File: config.mk
export PLATFORM = sky130hd
export DESIGN_NAME = cpe_job_sequencer
export DESIGN_NICKNAME = d
export VERILOG_FILES = /design/src/rtl/cpe_seq_pkg.sv /design/src/rtl/cpe_seq_watchdog.sv /design/src/rtl/cpe_job_sequencer.sv
export SDC_FILE = /design/constraint.sdc
export NUM_CORES = 1
export LEC_CHECK = 0
export ABC_CLOCK_PERIOD_IN_PS = 16400
export BUFFER_PORTS_ARGS = -buffer_cell sky130_fd_sc_hd__buf_2
export CORE_AREA = 2 2 489 491
export DETAILED_ROUTE_END_ITERATION = 16
export DIE_AREA = 0 0 491 493
export SKIP_LAST_GASP = 1
export SYNTH_ARGS = -nofsm -noshare
export SYNTH_HDL_FRONTEND = slang
export SYNTH_SLANG_ARGS = --single-unit
export TNS_END_PERCENT = 100
File: constraint.sdc
create_clock -name Clk -period 16.4 [get_ports Clk]
set_clock_uncertainty 0.05 [all_clocks]
set_input_delay 0 -clock Clk [delete_from_list [all_inputs] [get_ports Clk]]
set_output_delay 0 -clock Clk [all_outputs]
set_load 0.005 [all_outputs]
File: src/rtl/cpe_seq_pkg.sv
// Shared types and constants for the CPE job sequencer and its watchdog.
package cpe_seq_pkg;

  typedef enum logic [1:0] {
    IDLE  = 2'd0,
    ISSUE = 2'd1,
    WAIT  = 2'd2,
    HOLD  = 2'd3
  } seq_state_e;

  localparam int JOB_COUNT_WIDTH = 16;

  // Wide enough to hold the count value TIMEOUT_CYCLES itself.
  function automatic int watchdogWidth(input int timeoutCycles);
    return $clog2(timeoutCycles + 1);
  endfunction

endpackage

File: src/rtl/cpe_seq_watchdog.sv
// Clear/enable up-counter that flags the enabled cycle on which the count
// reaches TIMEOUT_CYCLES; it saturates there so a long stall cannot wrap.
module cpe_seq_watchdog
  import cpe_seq_pkg::*;
#(
  parameter int TIMEOUT_CYCLES = 64
) (
  input  logic Clk,
  input  logic Rst,
  input  logic clear_i,
  input  logic enable_i,
  output logic expired_o
);

  localparam int CNT_W = watchdogWidth(TIMEOUT_CYCLES);
  localparam logic [CNT_W-1:0] LAST_COUNT = CNT_W'(TIMEOUT_CYCLES - 1);
  localparam logic [CNT_W-1:0] MAX_COUNT  = CNT_W'(TIMEOUT_CYCLES);

  logic [CNT_W-1:0] count_q;

  always_ff @(posedge Clk or posedge Rst) begin
    if (Rst) begin
      count_q <= '0;
    end else if (clear_i) begin
      count_q <= '0;
    end else if (enable_i && (count_q != MAX_COUNT)) begin
      count_q <= count_q + CNT_W'(1);
    end
  end

  // The current enabled cycle is the TIMEOUT_CYCLES-th one since the clear.
  assign expired_o = enable_i && (count_q >= LAST_COUNT);

endmodule

File: src/rtl/cpe_job_sequencer.sv
// Control FSM feeding one matrixAccelerator: latches a job, pulses mStart,
// waits for finalReady under a watchdog and hands back the result.
module cpe_job_sequencer
  import cpe_seq_pkg::*;
#(
  parameter int KERNEL_SIZE    = 3,
  parameter int AXI_BUS_WIDTH  = 32,
  parameter int TAG_WIDTH      = 4,
  parameter int TIMEOUT_CYCLES = 64
) (
  input  logic                                            Clk,
  input  logic                                            Rst,
  input  logic                                            job_valid,
  output logic                                            job_ready,
  input  logic [KERNEL_SIZE*KERNEL_SIZE*AXI_BUS_WIDTH-1:0] job_multiplier,
  input  logic [KERNEL_SIZE*KERNEL_SIZE*AXI_BUS_WIDTH-1:0] job_multiplicand,
  input  logic                                            job_relu,
  input  logic [TAG_WIDTH-1:0]                            job_tag,
  output logic [KERNEL_SIZE*KERNEL_SIZE*AXI_BUS_WIDTH-1:0] multiplier_input,
  output logic [KERNEL_SIZE*KERNEL_SIZE*AXI_BUS_WIDTH-1:0] multiplicand_input,
  output logic [KERNEL_SIZE*KERNEL_SIZE-1:0]              mStart,
  output logic                                            lin_mux,
  input  logic [AXI_BUS_WIDTH-1:0]                        finalAccumulate,
  input  logic                                            finalReady,
  output logic                                            res_valid,
  input  logic                                            res_ready,
  output logic [AXI_BUS_WIDTH-1:0]                        res_data,
  output logic [TAG_WIDTH-1:0]                            res_tag,
  output logic                                            res_error,
  output logic                                            busy,
  output logic [JOB_COUNT_WIDTH-1:0]                      job_count
);

  localparam int LANES    = KERNEL_SIZE * KERNEL_SIZE;
  localparam int BUS_BITS = LANES * AXI_BUS_WIDTH;

  seq_state_e                 state_q;
  logic [BUS_BITS-1:0]        multiplier_q;
  logic [BUS_BITS-1:0]        multiplicand_q;
  logic [LANES-1:0]           mStart_q;
  logic                       linMux_q;
  logic [AXI_BUS_WIDTH-1:0]   resData_q;
  logic [TAG_WIDTH-1:0]       resTag_q;
  logic                       resError_q;
  logic [JOB_COUNT_WIDTH-1:0] jobCount_q;

  logic wdClear;
  logic wdEnable;
  logic wdExpired;

  assign wdClear  = (state_q == ISSUE);
  assign wdEnable = (state_q == WAIT);

  cpe_seq_watchdog #(
    .TIMEOUT_CYCLES(TIMEOUT_CYCLES)
  ) u_watchdog (
    .Clk      (Clk),
    .Rst      (Rst),
    .clear_i  (wdClear),
    .enable_i (wdEnable),
    .expired_o(wdExpired)
  );

  // finalReady is only looked at in WAIT, which starts after the ISSUE
  // pulse, so a level left over from an earlier job cannot complete this one.
  always_ff @(posedge Clk or posedge Rst) begin
    if (Rst) begin
      state_q        <= IDLE;
      multiplier_q   <= '0;
      multiplicand_q <= '0;
      mStart_q       <= '0;
      linMux_q       <= 1'b1;
      resData_q      <= '0;
      resTag_q       <= '0;
      resError_q     <= 1'b0;
      jobCount_q     <= '0;
    end else begin
      mStart_q <= '0;
      unique case (state_q)
        IDLE: begin
          if (job_valid) begin
            multiplier_q   <= job_multiplier;
            multiplicand_q <= job_multiplicand;
            linMux_q       <= ~job_relu;
            resTag_q       <= job_tag;
            mStart_q       <= '1;
            state_q        <= ISSUE;
          end
        end
        ISSUE: begin
          state_q <= WAIT;
        end
        WAIT: begin
          if (finalReady) begin
            resData_q  <= finalAccumulate;
            resError_q <= 1'b0;
            state_q    <= HOLD;
          end else if (wdExpired) begin
            resData_q  <= '0;
            resError_q <= 1'b1;
            state_q    <= HOLD;
          end
        end
        HOLD: begin
          if (res_ready) begin
            jobCount_q <= jobCount_q + JOB_COUNT_WIDTH'(1);
            state_q    <= IDLE;
          end
        end
        default: begin
          state_q <= IDLE;
        end
      endcase
    end
  end

  assign job_ready          = (state_q == IDLE);
  assign res_valid          = (state_q == HOLD);
  assign busy               = (state_q != IDLE);
  assign multiplier_input   = multiplier_q;
  assign multiplicand_input = multiplicand_q;
  assign mStart             = mStart_q;
  assign lin_mux            = linMux_q;
  assign res_data           = resData_q;
  assign res_tag            = resTag_q;
  assign res_error          = resError_q;
  assign job_count          = jobCount_q;

endmodule

# Word level (Yosys, flattened, before mapping)
# Index checks and enable logic that the tools add are counted.
dict set report word_totals {
  wordCells 44
  regBits 648
  output_inout_bits 642
}
dict set report op_classes {
  magnitude_cmp 1
  bitwise_logic 1
  n_reduce_logical 10
  eq_ne 7
  muxes 13
  add_sub_neg 2
}
# op count
set ops {}
lappend ops {{two-way mux 32 bit} 2}
lappend ops {{two-way mux 9 bit} 2}
lappend ops {{adder 16 x 1 -> 16 bit, second input constant} 1}
lappend ops {{two-way mux 7 bit} 2}
lappend ops {{two-way mux 2 bit} 4}
lappend ops {{one-hot mux 2 bit (4 select lines)} 1}
lappend ops {{adder 7 x 1 -> 7 bit, second input constant} 1}
lappend ops {{greater-or-equal comparator 7 x 6 -> 1 bit, second input constant} 1}
lappend ops {{!= test 7 bit, second input constant} 1}
lappend ops {{AND reduction 2 bit} 3}
lappend ops {{nonzero test 2 bit} 3}
lappend ops {{== test 2 bit, second input constant} 2}
lappend ops {{!= test 3 bit, second input constant} 1}
lappend ops {{AND reduction 3 bit} 1}
lappend ops {{== test 2 x 1 -> 1 bit, second input constant} 1}
lappend ops {{logical AND 1 bit} 2}
lappend ops {{logical NOT 2 bit} 1}
lappend ops {{two-way mux 1 bit} 2}
lappend ops {{!= test 2 x 1 -> 1 bit, second input constant} 1}
lappend ops {{!= test 2 bit, second input constant} 1}
lappend ops {{inverter 1 bit} 1}

# Logic depth before layout (Yosys ltp)
dict set report logic_depth {
  depth_word 5
  ltp_mapped 9
  ltp_nobuf 6
}

# Hierarchy
# Synthesis repeated with hierarchy kept, for this count alone.
dict set report unflattened {
  hier_cells 2731
  hier_area_um2 24467.2
}
# module cells_each area_each_um2 n_inst
set by_module_without_submodules {}
lappend by_module_without_submodules {cpe_job_sequencer 2682 24014.3 1}
lappend by_module_without_submodules {cpe_seq_watchdog 49 452.9 1}

# Worst setup path before layout
# No wires, ideal clock.
dict set report synth_timing {
  path_kind {reg-to-reg}
  startpoint {reg u_watchdog.count_q[0]}
  endpoint {reg state_q[1]}
  slack_ns 14.649
  path_stages_with_launch 6
  synth_period_minus_slack_ns 1.751
  setup_ns 0.128
  arrival_time_ns 1.573
  path_cell_list {dfrtp_1 -> ha_1 -> a21o_1 -> a41o_1 -> o31ai_2 -> mux2_1}
}
dict set report synth_via {
  elab_chain_len 4
}
# element line_no
set synth_lines {}
lappend synth_lines {{from (decl)} cpe_seq_watchdog.sv:19} ;# logic [CNT_W-1:0] count_q;
lappend synth_lines {{from (signal assigned)} cpe_seq_watchdog.sv:27} ;# count_q <= count_q + CNT_W'(1);
lappend synth_lines {{greater-or-equal comparator 7 x 6 -> 1 bit} cpe_seq_watchdog.sv:32} ;# assign expired_o = enable_i && (count_q >= LAST_COUNT);
lappend synth_lines {{logical AND 1 bit} cpe_seq_watchdog.sv:32}
lappend synth_lines {{!= test 3 bit (no source line)} --}
lappend synth_lines {{AND reduction 3 bit (no source line)} --}
lappend synth_lines {{to (signal assigned)} cpe_job_sequencer.sv:68} ;# state_q <= IDLE;
lappend synth_lines {{to (signal assigned)} cpe_job_sequencer.sv:87} ;# state_q <= ISSUE;
lappend synth_lines {{to (signal assigned)} cpe_job_sequencer.sv:91} ;# state_q <= WAIT;
lappend synth_lines {{to (decl)} cpe_job_sequencer.sv:37} ;# seq_state_e state_q;
# Every way passes these cells.
# A chain may end at the register's enable or synchronous reset.

# Worst setup path in the final report
dict set report layout_timing {
  startpoint {reg state_q[0]}
  endpoint {reg multiplicand_q[134], in the netlist multiplicand_input[134]}
}
dict set report layout_via {
  elab_chain_len 2
}
# element line_no
set layout_lines {}
lappend layout_lines {{logical NOT 2 bit} cpe_job_sequencer.sv:79} ;# unique case (state_q)
lappend layout_lines {{AND reduction 2 bit (no source line)} --}
lappend layout_lines {{to (signal assigned)} cpe_job_sequencer.sv:83} ;# multiplicand_q <= job_multiplicand;
lappend layout_lines {{to (decl)} cpe_job_sequencer.sv:39} ;# logic [BUS_BITS-1:0] multiplicand_q;
# Every way passes these cells.

==> reports/metrics.csv <==
metric;value;unit
area share of fa/ha/maj cells after synthesis;0.003622;
NetSw;3.521;mW
sequential element share of the synthesized area;0.6624;
Sink Count;640;
multi-input logic area;7461;um^2
Seq cells post-synth;640;
leading cell type in the layout, fill and taps excluded;nand2_1;
Post-Synth XOR/XNOR Area;0.006883;
clk_lat worst skew;0.76;ns
global placement routability congestion;0.9316;
Fin. Hold Viols;0;
main combinational cell family by area after synthesis;simple AND/OR/NAND/NOR gates;
fin util;0.2070;
die width;491;um
TritonCTS Buffers;84;
WP data required;17.02;ns
post-route setup TNS;0;ns
pin count of the biggest net entering global routing;184;
status;complete, no violations;
via density per instance;3.438;
nets@finish;5696;
DP HPWL;158500;um
WL final;201800;um
synthesized cell area;24180;um^2
share of cells above drive strength 1;0.2784;
DRC;0;
Max Root-Sink Buffers;3;
internal power;4.673;mW
CP Capture Type;flop;
top cell type's share of synthesized area;0.6614;
CTS tree;built;
input/output buffers;1259;
Sequential Power Share;0.332;
Startpoint Class;flop;
First DRT Iteration DRCs;1639;
RSZ-0062 raised after global routing;false;
vias;28800;
Congestion Overflow GR;0;
Worst Path Class, Setup;reg -> reg;
Max-Cap Viols;0;
DRT antenna net count;0;
Core ar.;237000;um^2
minimum clock period;4.349;ns
Area Growth Syn to Fin;102.9;%
CTS clk-pin slew, worst paths;0.06;ns
Synth area leaders;dfrtp_1 66%, nand2_1 27%, clkbuf_1 1.2%;
initial antenna violation count;142;
hold crit path type;in -> reg;
Wirelength per Cell;24.08;um
syn_area_per_cell;9.103;um^2
area post-placement;34000;um^2
final period utilization;0.2652;
die height;493;um
Detailed Routing Iterations Pass 1;7;
vias in the first global route;29972;
biggest area consumer among synthesized cells;dfrtp_1;
Initial Util;0.1020;
All-Layer GR Usage;0.1614;
relative slew slack;0.1944;
fin. max-slew vios;0;
Sw Share;0.4297;
syn_nets;3281;
Design Area, Final;49050;um^2
CTS Root Cell;clkbuf_16;
clock network fraction of design power;0.242;
register area;16020;um^2
Worst Path Arrival;4.97;ns
Simple-Gate Fraction of Synth Area;0.2804;
Crit Path Max Fanout;183;
Syn Inst Count;2656;
H-tree depth;3;
Leakage;25.31;nW
first-pass GRT wire length;262000;um
fmax;229.9;MHz
Filler cells;25751;
synth warn;0;
Synth cell types;35;
io pins;1260;
Final setup viols;0;
Max IR drop VDD;0.1169;mV
power density over cell area;167.1;nW/um^2
die area;242100;um^2
Synth Area in Compound Gates;0.01563;
most frequent cells in the layout;1745 x nand2_1, 1259 x buf_2, 1196 x dlygate4sd3_1, 639 x dfrtp_1, 84 x clkbuf_16;
row count;179;
mux contribution to synthesized area;0.001759;
worst-margin pin slew;1.208;ns
Comb pwr share;0.425;
power groups by stage:
stage	sequential [mW]	clock, mW	combinational [mW]
floorplan	2.76	0	0.970
global placement	2.69	0	3.10
detailed placement	2.70	0	3.12
CTS	2.70	2.05	3.52
global route	2.80	2.11	3.87
finish	2.72	1.99	3.48
cells in the mapped netlist (all sizes together):
master / number
xnor2: 9
and2: 4
nand3: 7
inv: 11
and4: 1
nand2: 1746
a41o: 1
and3: 3
buf: 64
nor3: 5
a21o: 1
xor2: 10
mux2: 2
or3: 1
nand4: 7
mux2i: 2
or4: 1
dfstp: 1
ha: 7
clkbuf: 81
o31ai: 1
dfrtp: 639
nor2: 9
a22o: 32
o21ai: 5
a21oi: 4
nor2b: 2
kinds of logic (layout without fill, tap and decap cells):
logic type	count (synthesis)	in the layout
compound gates	44	44
buf+inv	156	2641
fa+ha+maj	7	7
flops	640	640
simple gates	1786	1786
xor+xnor	19	19
other cells	0	70
mux	4	4
path summary, 6_finish.rpt:
| path | slack (ns) | from | endpoint | depth (start not counted) |
|---|---|---|---|---|
| max in group asynchronous | 12.78 | Rst | multiplier_input[260]$_DFFE_PP0P_ | 8 |
| min in group asynchronous | 0.53 | Rst | multiplicand_input[184]$_DFFE_PP0P_ | 5 |
| worst max register to register | 12.05 | state_q[0]$_DFFE_PP0P_ | multiplicand_input[134]$_DFFE_PP0P_ | 8 |
| worst max-delay path | 12.05 | state_q[0]$_DFFE_PP0P_ | multiplicand_input[134]$_DFFE_PP0P_ | 8 |
| worst min register to register | 0.42 | multiplier_input[192]$_DFFE_PP0P_ | multiplier_input[192]$_DFFE_PP0P_ | 2 |
| worst min-delay path | 0.04 | job_multiplier[82] | multiplier_input[82]$_DFFE_PP0P_ | 4 |
per-layer routing:
metal  vias up  GRT usage  share of wire
met2      1591     0.2427           0.42
met3       496     0.1067           0.15
met1     13682     0.1687           0.36
met5         -          0        0.00068
met4        22    0.09130          0.061
li1      13009          -              -
registers in the layout (all words and copies together), names as in the netlist, 2 cells and up:
name                count
res_data               32
u_watchdog.count_q      7
multiplier_input      288
state_q                 2
res_tag                 4
job_count              16
multiplicand_input    288
critical path: stages (launching register included):
cell and delay [ns]:
dfrtp_1 0.41, inv_1 0.11, ha_1 0.30, nand2_4 0.61, buf_4 0.73, buf_4 0.76, buf_12 0.69, nand2_1 0.16
nand2_1 0.12
area by class of cell:
cell class | instances | area share
clock buffer | 118 | 0.04974
clock inverter | 38 | 0.009439
inverter | 11 | 0.001071
timing repair buffer | 2474 | 0.3767
multi-input combinational | 1860 | 0.1521
sequential | 640 | 0.3265
antenna | 70 | 0.003571
tap | 3167 | 0.08079
what timing repair did:
item | 4_1_cts | 5_1_grt
gates resized for setup | 0 | 0
endpoints found under the hold margin | 746 | 0
setup endpoints to repair | 0 | 0
buffers inserted | 0 | 0
hold buffers | 1196 | 0
through the flow:
stage                     total power, mW  std cells  hold slack (ns)  setup slack, ns
after floorplan                     3.730       2656          0.02752            7.608
after global routing                8.781       8366          0.02874            11.87
after detailed placement            5.820       6956           0.1139            12.27
after global placement              5.791       6956           0.1108            12.32
final                               8.194       8378          0.03531            12.05
after CTS                           8.274       8308        0.0001432            12.25
Note: power is estimated with default switching activity, not from simulation.
